[src/rtl/frame_serializer.sv]
// frame_serializer: accepts a ROWSxCOLS frame in parallel and streams it word by word in row-major order,
// with a one-frame pending buffer so back-to-back frames stream without bubbles.
module frame_serializer #(
  parameter int DW   = 11,
  parameter int ROWS = 2,
  parameter int COLS = 4,
  localparam int RW  = (ROWS > 1) ? $clog2(ROWS) : 1,
  localparam int CW  = (COLS > 1) ? $clog2(COLS) : 1
) (
  input  logic          clk,
  input  logic          rst,
  input  logic          in_valid,
  output logic          in_ready,
  input  logic [DW-1:0] in_data [ROWS][COLS],
  output logic          out_valid,
  input  logic          out_ready,
  output logic [DW-1:0] out_data,
  output logic [RW-1:0] out_row,
  output logic [CW-1:0] out_col,
  output logic          out_last,
  output logic [7:0]    frame_cnt
);
  typedef enum logic {IDLE, SEND} state_t;
  localparam logic [RW-1:0] LAST_ROW = RW'(ROWS - 1);
  localparam logic [CW-1:0] LAST_COL = CW'(COLS - 1);
  state_t        state_q, state_d;
  logic [DW-1:0] act_q  [ROWS][COLS];
  logic [DW-1:0] act_d  [ROWS][COLS];
  logic [DW-1:0] pend_q [ROWS][COLS];
  logic [DW-1:0] pend_d [ROWS][COLS];
  logic          pend_full_q, pend_full_d;
  logic [RW-1:0] row_q, row_d;
  logic [CW-1:0] col_q, col_d;
  logic [7:0]    cnt_q, cnt_d;
  logic          accept, beat, last_pos, fin, to_act;
  assign in_ready  = !pend_full_q;
  assign out_valid = state_q == SEND;
  assign last_pos  = (row_q == LAST_ROW) && (col_q == LAST_COL);
  assign out_last  = out_valid && last_pos;
  assign accept    = in_valid && in_ready;
  assign beat      = out_valid && out_ready;
  assign fin       = beat && last_pos;
  // A new frame goes straight to active when nothing is being sent or the current frame ends now
  assign to_act    = (state_q == IDLE) || (fin && !pend_full_q);
  assign out_data  = act_q[row_q][col_q];
  assign out_row   = row_q;
  assign out_col   = col_q;
  assign frame_cnt = cnt_q;
  always_comb begin
    state_d     = state_q;
    act_d       = act_q;
    pend_d      = pend_q;
    pend_full_d = pend_full_q;
    row_d       = row_q;
    col_d       = col_q;
    cnt_d       = cnt_q;
    if (accept && to_act) act_d = in_data;
    else if (accept) begin
      pend_d      = in_data;
      pend_full_d = 1'b1;
    end
    if (fin) begin
      cnt_d   = cnt_q + 8'd1;
      row_d   = '0;
      col_d   = '0;
      state_d = (pend_full_q || accept) ? SEND : IDLE;
      if (pend_full_q) begin
        act_d       = pend_q;
        pend_full_d = 1'b0;
      end
    end else if (beat) begin
      col_d = (col_q == LAST_COL) ? '0 : col_q + 1'b1;
      row_d = (col_q == LAST_COL) ? row_q + 1'b1 : row_q;
    end else if (accept && state_q == IDLE) state_d = SEND;
  end
  always_ff @(posedge clk or posedge rst) begin
    if (rst) begin
      state_q     <= IDLE;
      act_q       <= '{default: '0};
      pend_q      <= '{default: '0};
      pend_full_q <= 1'b0;
      row_q       <= '0;
      col_q       <= '0;
      cnt_q       <= '0;
    end else begin
      state_q     <= state_d;
      act_q       <= act_d;
      pend_q      <= pend_d;
      pend_full_q <= pend_full_d;
      row_q       <= row_d;
      col_q       <= col_d;
      cnt_q       <= cnt_d;
    end
  end
endmodule

[config.mk]
export PLATFORM = sky130hd
export DESIGN_NAME = frame_serializer
export DESIGN_NICKNAME = d
export VERILOG_FILES = /design/src/rtl/frame_serializer.sv
export SDC_FILE = /design/constraint.sdc
export NUM_CORES = 1
export LEC_CHECK = 0
export BUFFER_PORTS_ARGS = -buffer_cell sky130_fd_sc_hd__buf_2
export CORE_MARGIN = 1
export CORE_UTILIZATION = 30
export CTS_CLUSTER_SIZE = 24
export DETAILED_ROUTE_END_ITERATION = 8
export GPL_ROUTABILITY_DRIVEN = 1
export SETUP_SLACK_MARGIN = 0.4
export SLEW_MARGIN = 5
export SYNTH_ARGS = -nofsm -noshare
export SYNTH_HDL_FRONTEND = slang
export SYNTH_SLANG_ARGS = --single-unit
[constraint.sdc]
create_clock -name clk -period 6.6 [get_ports clk]
set_input_delay 0 -clock clk [delete_from_list [all_inputs] [get_ports clk]]
set_output_delay 0 -clock clk [all_outputs]
set_load 0.005 [all_outputs]
==> summary by stage, run 1 <==
Yosys
The number of nets produced by synthesis is 1097. Sequential cells were found to cover 44.3% of the synthesized design area. The number of flip-flops and latches in the synthesized netlist is 189. After synthesis the cells add up to 10700 um2.

The distinct cell type count of the synthesized netlist is 28. For this run, the number of Yosys warnings is 0. Dividing the synthesized area by the synthesized cell count gives 10.6 um2. Synthesis produced 1003 cells.

Drt
The iteration count of the initial detailed-routing pass is 6. The detailed router placed 9392 vias in this run. The total DRC errors in the routed layout is 0.

For this block, the initial DRC count from the detailed router was 982. The number of nets with antenna violations after routing is 0. After detailed routing, the number of vias per cell comes to 5.90. After detailed routing, the total wire length is 34900 um. The per-cell routed wire length is 21.9 um.

Place
Routability-driven placement finished with a final weighted congestion of 0.791. Once detailed placement completed, the half-perimeter wirelength came to 20700 um. In this run the tool buffered the top-level ports with 116 buffer cells.

Layout
The number of nets in the layout is 1213. From synthesis to final layout, the design area changed by 21.5%. Cells fill 37.3% of the core in the end.

The proportion of layout cells with a drive suffix above 1 is 26.1%.

STA
The total negative setup slack is 0 ps. The final number of hold-violating endpoints was 0. At the pin with the least slew margin, the transition time is 1140 ps. The shortest period the worst path allows is 3940 ps. For this run, the top clock speed supported by timing is 0.254 GHz. Setup violations remaining at the end of the flow were counted as 0.

The worst slew margin relative to its limit is 23.7%. The number of slew-limit violations in the final report came to 0. Setup repair after global routing left no endpoint under its margin. On the final layout, the worst clock skew is 10.6 ps. The post-route fraction of the period consumed by the critical path is 59.7%.

CTS
The number of CTS-inserted buffers is 17. TritonCTS built the clock tree. After clock tree synthesis, the clock-pin slew on the worst setup and hold paths is 70 ps. Once the clock tree was built, the setup fixing pass inserted 0 buffers.

CTS built an H-tree with a depth of 4. Clock latency on the worst-skew pair, taken at its later pin, is 440 ps. The count of hold-fix buffers inserted at cts is 90.

The longest clock path from root to sink contains 2 buffers. The number of gates resized after CTS was 0. The tree is rooted in a sky130_fd_sc_hd__clkbuf_16. The clock net in this run drives a total of 189 sinks.

Die
The die is 191 um wide. The die span in y is 191 um. The I/O pin total is 117. The initial core utilization is 30.7%. The floorplan has 68 rows. The die covers 36300 um2.

In this run the standard cell core region covers 34800 um2.

Setup path
The critical path in this run is classified as reg -> reg. The worst path arrival time is 4260 ps. The number of cells on the worst reg-to-reg path is 6. The slack of the worst reg-to-reg path is 2660 ps. The worst setup path is launched from a register.

The worst register-to-register path ends at pend_q[37]$_DFFE_PP0P_. The critical register-to-register path startpoint is out_col[0]$_DFFE_PP0P_. Data on the critical path is required at its endpoint by 6920 ps. Along the worst path, the maximum fanout reaches 89.

The worst setup path is captured at a register.

Power and ir drop
The power density relative to cell area is 362 nW/um2. The part of the total power dissipated in combinational logic is 36.4%. The internal cell power is 2950 uW. The sequential cell fraction of total power is 40.1%. Summed over all cells, the static leakage comes to 0.00500 uW.

For this design the total switching power over the nets is 1750 uW. IR analysis of the VDD net gives a maximum drop of 0.000230 V. Of the total power, the share spent switching nets is 37.2%.

The design draws 4700 uW. Of the total power, the clock network draws 23.5%.

Global routing
The first global-routing pass estimated 54300 um of wire. The maximum number of pins on one net before global-route repair is 128. For this run the aggregate overflow at the end of global routing stands at 0. Across every metal layer, demand over resource in global routing totals 19.1%. The number of global-route vias before repair is 9089. The number of antenna violations at the first check in global routing is 4.

Flow run
The tool flagged a number of max-cap violations equal to 0.

Status
The run finished with clean final reports.

Hold path
In this run the worst hold path is classified as in -> async.
==> cell usage after synthesis <==
master,number,area (um2)
sky130_fd_sc_hd__dfrtp_1,189,4730
sky130_fd_sc_hd__nand3_1,182,911
sky130_fd_sc_hd__a21oi_1,89,445
sky130_fd_sc_hd__nor3_1,89,445
sky130_fd_sc_hd__a41oi_1,88,771
sky130_fd_sc_hd__nor4bb_1,88,881
sky130_fd_sc_hd__clkbuf_1,84,315
sky130_fd_sc_hd__mux2_2,81,912
sky130_fd_sc_hd__buf_2,28,140
sky130_fd_sc_hd__mux4_2,22,495
sky130_fd_sc_hd__mux2_4,20,300
sky130_fd_sc_hd__xnor2_1,7,61.3
sky130_fd_sc_hd__buf_1,6,22.5
sky130_fd_sc_hd__buf_6,6,67.6
sky130_fd_sc_hd__nand2_1,4,15.0
sky130_fd_sc_hd__and3_1,3,18.8
sky130_fd_sc_hd__and4_1,3,26.3
sky130_fd_sc_hd__ha_1,2,25.0
sky130_fd_sc_hd__inv_1,2,7.51
sky130_fd_sc_hd__nand4_1,2,12.5
sky130_fd_sc_hd__a21o_1,1,7.51
sky130_fd_sc_hd__and3_4,1,11.3
sky130_fd_sc_hd__buf_4,1,7.51
sky130_fd_sc_hd__nand2b_1,1,6.26
sky130_fd_sc_hd__nor2_1,1,3.75
sky130_fd_sc_hd__nor2b_4,1,13.8
sky130_fd_sc_hd__o21ai_0,1,5.00
sky130_fd_sc_hd__xor2_1,1,8.76
==> stage by stage <==
step                      instances  hold WS [ps]  cell area, um2  setup slack (ps)
after floorplan                1003           148           10700              1460
after global placement         1465           260           11400              2750
after detailed placement       1465           266           11400              2710
after CTS                      1587           345           13000              2700
after global routing           1589           353           13000              2470
final                          1591           293           13000              2660
==> cell type report <==
class | count | area (um2)
fill | 3408 | 21800
multi-input combinational | 687 | 5410
sequential | 189 | 4740
timing repair buffer | 222 | 1600
tap | 455 | 569
clock buffer | 19 | 443
clock inverter | 13 | 178
inverter | 2 | 15.0
antenna | 4 | 10.0
==> metal layers <==
| metal | part of all wire [%] | up-vias | global-route usage (%) |
|---|---|---|---|
| met5 | 0 | - | 0 |
| met4 | 1.5 | 0 | 5.20 |
| met3 | 7.9 | 34 | 4.77 |
| met2 | 44 | 387 | 27.5 |
| met1 | 46 | 4816 | 28.2 |
| li1 | - | 4155 | - |
==> flip-flops by register name, indices dropped and copies added, names as in the netlist <==
signal / flops
act_q: 88
out_col: 2
out_valid: 1
frame_cnt: 8
pend_full_q: 1
pend_q: 88
out_row: 1
==> power by group through the flow <==
stage                     clock [uW]  sequential [uW]  combinational [uW]
after global placement             0             1890                1620
after floorplan                    0             1750                1310
after global routing            1160             1930                1850
after detailed placement           0             1890                1660
final                           1110             1880                1710
after CTS                       1120             1870                1710
==> placed cells by master, fill, tap and decap left out, drive strengths merged <==
cell | Yosys | final
dfrtp | 189 | 189
nand3 | 182 | 182
buf | 41 | 132
mux2 | 101 | 101
dlygate4sd3 | 0 | 90
a21oi | 89 | 89
nor3 | 89 | 89
nor4bb | 88 | 88
a41oi | 88 | 88
mux4 | 22 | 22
clkbuf | 84 | 19
inv | 2 | 8
xnor2 | 7 | 7
diode | 0 | 4
nand2 | 4 | 4
and3 | 4 | 4
and4 | 3 | 3
bufinv | 0 | 3
nand4 | 2 | 2
ha | 2 | 2
clkinvlp | 0 | 2
clkinv | 0 | 2
nor2b | 1 | 1
nand2b | 1 | 1
nor2 | 1 | 1
o21ai | 1 | 1
xor2 | 1 | 1
a21o | 1 | 1
==> kinds of logic (layout without fill, tap and decap cells) <==
kind of cell / Yosys count / in the layout / share of synthesized area (%)
simple gates: 375 / 375 / 22.0
buf+inv: 127 / 256 / 5.26
fa+ha+maj: 2 / 2 / 0.235
compound gates: 179 / 179 / 11.5
mux: 123 / 123 / 16.0
other cells: 0 / 4 / 0
flops: 189 / 189 / 44.3
xor+xnor: 8 / 8 / 0.657
==> worst max-delay path: stages (launching register included) <==
cell and delay (ps):
sky130_fd_sc_hd__dfrtp_1 360, sky130_fd_sc_hd__buf_4 260, sky130_fd_sc_hd__ha_1 350, sky130_fd_sc_hd__nand3_4 730, sky130_fd_sc_hd__and3_4 960, sky130_fd_sc_hd__buf_4 580, sky130_fd_sc_hd__mux2_2 390
==> worst max-delay path by stage <==
stage / from / end / slack [ps] / cells past startpoint
after global placement: out_col[0]$_DFFE_PP0P_ / pend_q[30]$_DFFE_PP0P_ / 2750 / 6
final: out_col[0]$_DFFE_PP0P_ / pend_q[37]$_DFFE_PP0P_ / 2660 / 6
after detailed placement: out_col[0]$_DFFE_PP0P_ / pend_q[87]$_DFFE_PP0P_ / 2710 / 6
after CTS: out_col[0]$_DFFE_PP0P_ / pend_q[15]$_DFFE_PP0P_ / 2700 / 6
after floorplan: rst / act_q[0]$_DFF_PP0_ / 1460 / 1
after global routing: out_col[0]$_DFFE_PP0P_ / pend_q[34]$_DFFE_PP0P_ / 2470 / 6
Power figures use the tool's default switching activity.
==> inputs of run 2 (changes only) <==
clock period = 3.85 ns   (was 6.6 ns; I/O delays follow)
==> run 2 against run 1 <==
Combinational power grew 71%. Sequential power increased by 73%. Routed wire length up 1.3%. Clock power grew 58%. Design area barely moved. Global-route usage rose by 0.49 points. Setup slack lost 1600 ps. Non-clock buffer count increased by 5. Critical path depth fell by 1. Core utilization about the same. First-iteration DRC count rose by 21%. Fmax up 40%.
==> summary by stage, run 2 (synthesis gave the netlist of run 1 again) <==
Status
The run finished with clean final reports.

STA
The post-route fraction of the period consumed by the critical path is 73.1%. The worst slew margin relative to its limit is 19.7%. The total negative setup slack is 0 ps.

The number of slew-limit violations in the final report is 0. The maximum clock frequency is 0.355 GHz. On the final layout, the worst clock skew is 9.75 ps. The setup-violating endpoint count in the final report is 0. The shortest period the worst path allows is 2810 ps. The final number of hold-violating endpoints is 0. Setup repair after global routing left no endpoint under its margin.

The slew at the pin with the worst max-slew slack is 1200 ps.

Setup path
The worst setup path startpoint is out_col[1]$_DFFE_PP0P_. The launching element type of the critical path is a register. The slack of the worst reg-to-reg path is 1040 ps.

The worst path arrival time is 3140 ps. The critical register-to-register path startpoint is out_col[1]$_DFFE_PP0P_. The worst setup path is captured at a register.

The terminus of the critical flop-to-flop path is pend_q[4]$_DFFE_PP0P_. The kind of critical path is reg -> reg. The critical path required time is 4170 ps. Along the worst path, the maximum fanout reaches 33. The number of cells on the worst reg-to-reg path is 5.

Drt
The via-per-instance ratio is 5.88. The pre-antenna-repair detailed-routing pass consisted of 5 iterations. The final route contains 9383 vias. The routed design has 35300 um of wire. The per-cell routed wire length is 22.1 um. The total DRC errors in the routed layout is 0. The number of nets with antenna violations after routing is 0. The violation count after the first detailed-routing iteration is 1189.

Layout
At the end of the flow, the number of nets in the layout was 1218. The non-filler instance count after layout is 1597. The library cell used most frequently in the layout, excluding fill and tap cells, is sky130_fd_sc_hd__dfrtp_1. The area overhead of the layout relative to synthesis is 21.5%. The library cells used most frequently in the layout, excluding fill and tap cells, are sky130_fd_sc_hd__dfrtp_1 (187), sky130_fd_sc_hd__nand3_1 (180), sky130_fd_sc_hd__buf_2 (116). The proportion of layout cells with a drive suffix above 1 is 26.5%.

Die
The die is 191 um wide. The die is 191 um tall. The number of placement rows is 68. In this run the standard cell core region covers 34800 um2.

The initial core utilization is 30.7%. The I/O pin total is 117. The area enclosed by the die boundary is 36300 um2.

CTS
The depth of the CTS H-tree is 4. After clock tree synthesis, the clock-pin slew on the worst setup and hold paths is 70 ps. For this design, the CTS-stage hold fixing added 90 buffers. The count of cells resized by post-cts repair is 0. TritonCTS built the clock tree. The clock drives 189 sinks. Clock latency on the worst-skew pair, taken at its later pin, is 440 ps.

The cell at the root of the clock tree is sky130_fd_sc_hd__clkbuf_16. The number of CTS-inserted buffers is 17. The number of buffers added for setup after CTS is 0. The maximum number of buffers from clock root to sink is 2.

Power and ir drop
IR analysis of the VDD net gives a maximum drop of 0.000373 V. The static leakage is 0.00499 uW. The power density relative to cell area is 612 nW/um2.

Global routing
The maximum number of pins on one net before global-route repair is 155. The number of global-route vias before repair is 9286. The number of antenna violations at the first check in global routing came to 7. The total grt overflow is 0. The first global-routing pass estimated 55500 um of wire. For this run, the total global-route usage over all layers was measured as 19.6%.

Hold path
The path class of the tightest hold or removal check is in -> async.

Place
The weighted congestion at the end of routability-driven global placement is 0.831. Detailed placement finished with a half-perimeter wire length of 20900 um. The number of placed instances, taps included, is 1470. The total of buffers placed on input and output ports is 116.

Flow run
The max-cap violation count is 0.
==> run 2: cell count changes in the layout (fill, tap and decap cells not counted), sizes merged, moves of 2 or more <==
cell | previous run | this run
buf | 132 | 137
clkinvlp | 2 | 5
bufinv | 3 | 1
clkinv | 2 | 4
inv | 8 | 6
==> run 2: worst max-delay path, stage by stage (launching register included) <==
cell and delay (ps):
sky130_fd_sc_hd__dfrtp_1 560, sky130_fd_sc_hd__ha_1 370, sky130_fd_sc_hd__nand3_4 320, sky130_fd_sc_hd__and3_4 650, sky130_fd_sc_hd__buf_4 410, sky130_fd_sc_hd__mux2_2 370
==> run 2: power by group <==
group	switching, uW	total (uW)	internal [uW]
Clock	845	1750	907
Sequential	595	3260	2660
Combinational	1580	2930	1350
Total	3020	7940	4920
==> run 2: cell type report <==
type	instances	area [um2]
well taps	455	569
repair buffers	227	1660
fillers	3391	21800
diodes	5	12.5
inverters	2	11.3
clock inverters	14	136
multi-input cells	687	5410
clock buffers	18	429
flip-flops and latches	189	4730
==> run 2: per-stage QoR <==
stage          utilization (%)  total power, uW  setup slack, ps  cell area (um2)  hold WS, ps
3_5_place_dp              33.0             6110             1070            11500          220
5_1_grt                   37.2             8380              885            13000          355
2_1_floorplan                -             5250             1420            10700          148
4_1_cts                   37.2             7950             1070            13000          317
6_report                  37.3             7940             1040            13000          306
3_3_place_gp              33.0             6030             1110            11500          234
==> run 2: worst max-delay path by stage <==
stage                       endpoint  slack [ps]  depth (start not counted)
2_1_floorplan     act_q[0]$_DFF_PP0_        1420                          1
3_3_place_gp   pend_q[1]$_DFFE_PP0P_        1110                          5
3_5_place_dp   pend_q[4]$_DFFE_PP0P_        1070                          5
4_1_cts        pend_q[4]$_DFFE_PP0P_        1070                          5
5_1_grt          act_q[26]$_DFF_PP0_         880                          5
6_report       pend_q[4]$_DFFE_PP0P_        1040                          5
==> run 2: layer usage <==
layer	track usage (%)	vias up	wire, um
met5	0	-	13
met4	7.60	2	1010
met3	4.23	54	2600
met2	27.7	351	15400
met1	28.8	4804	16300
li1	-	4172	-
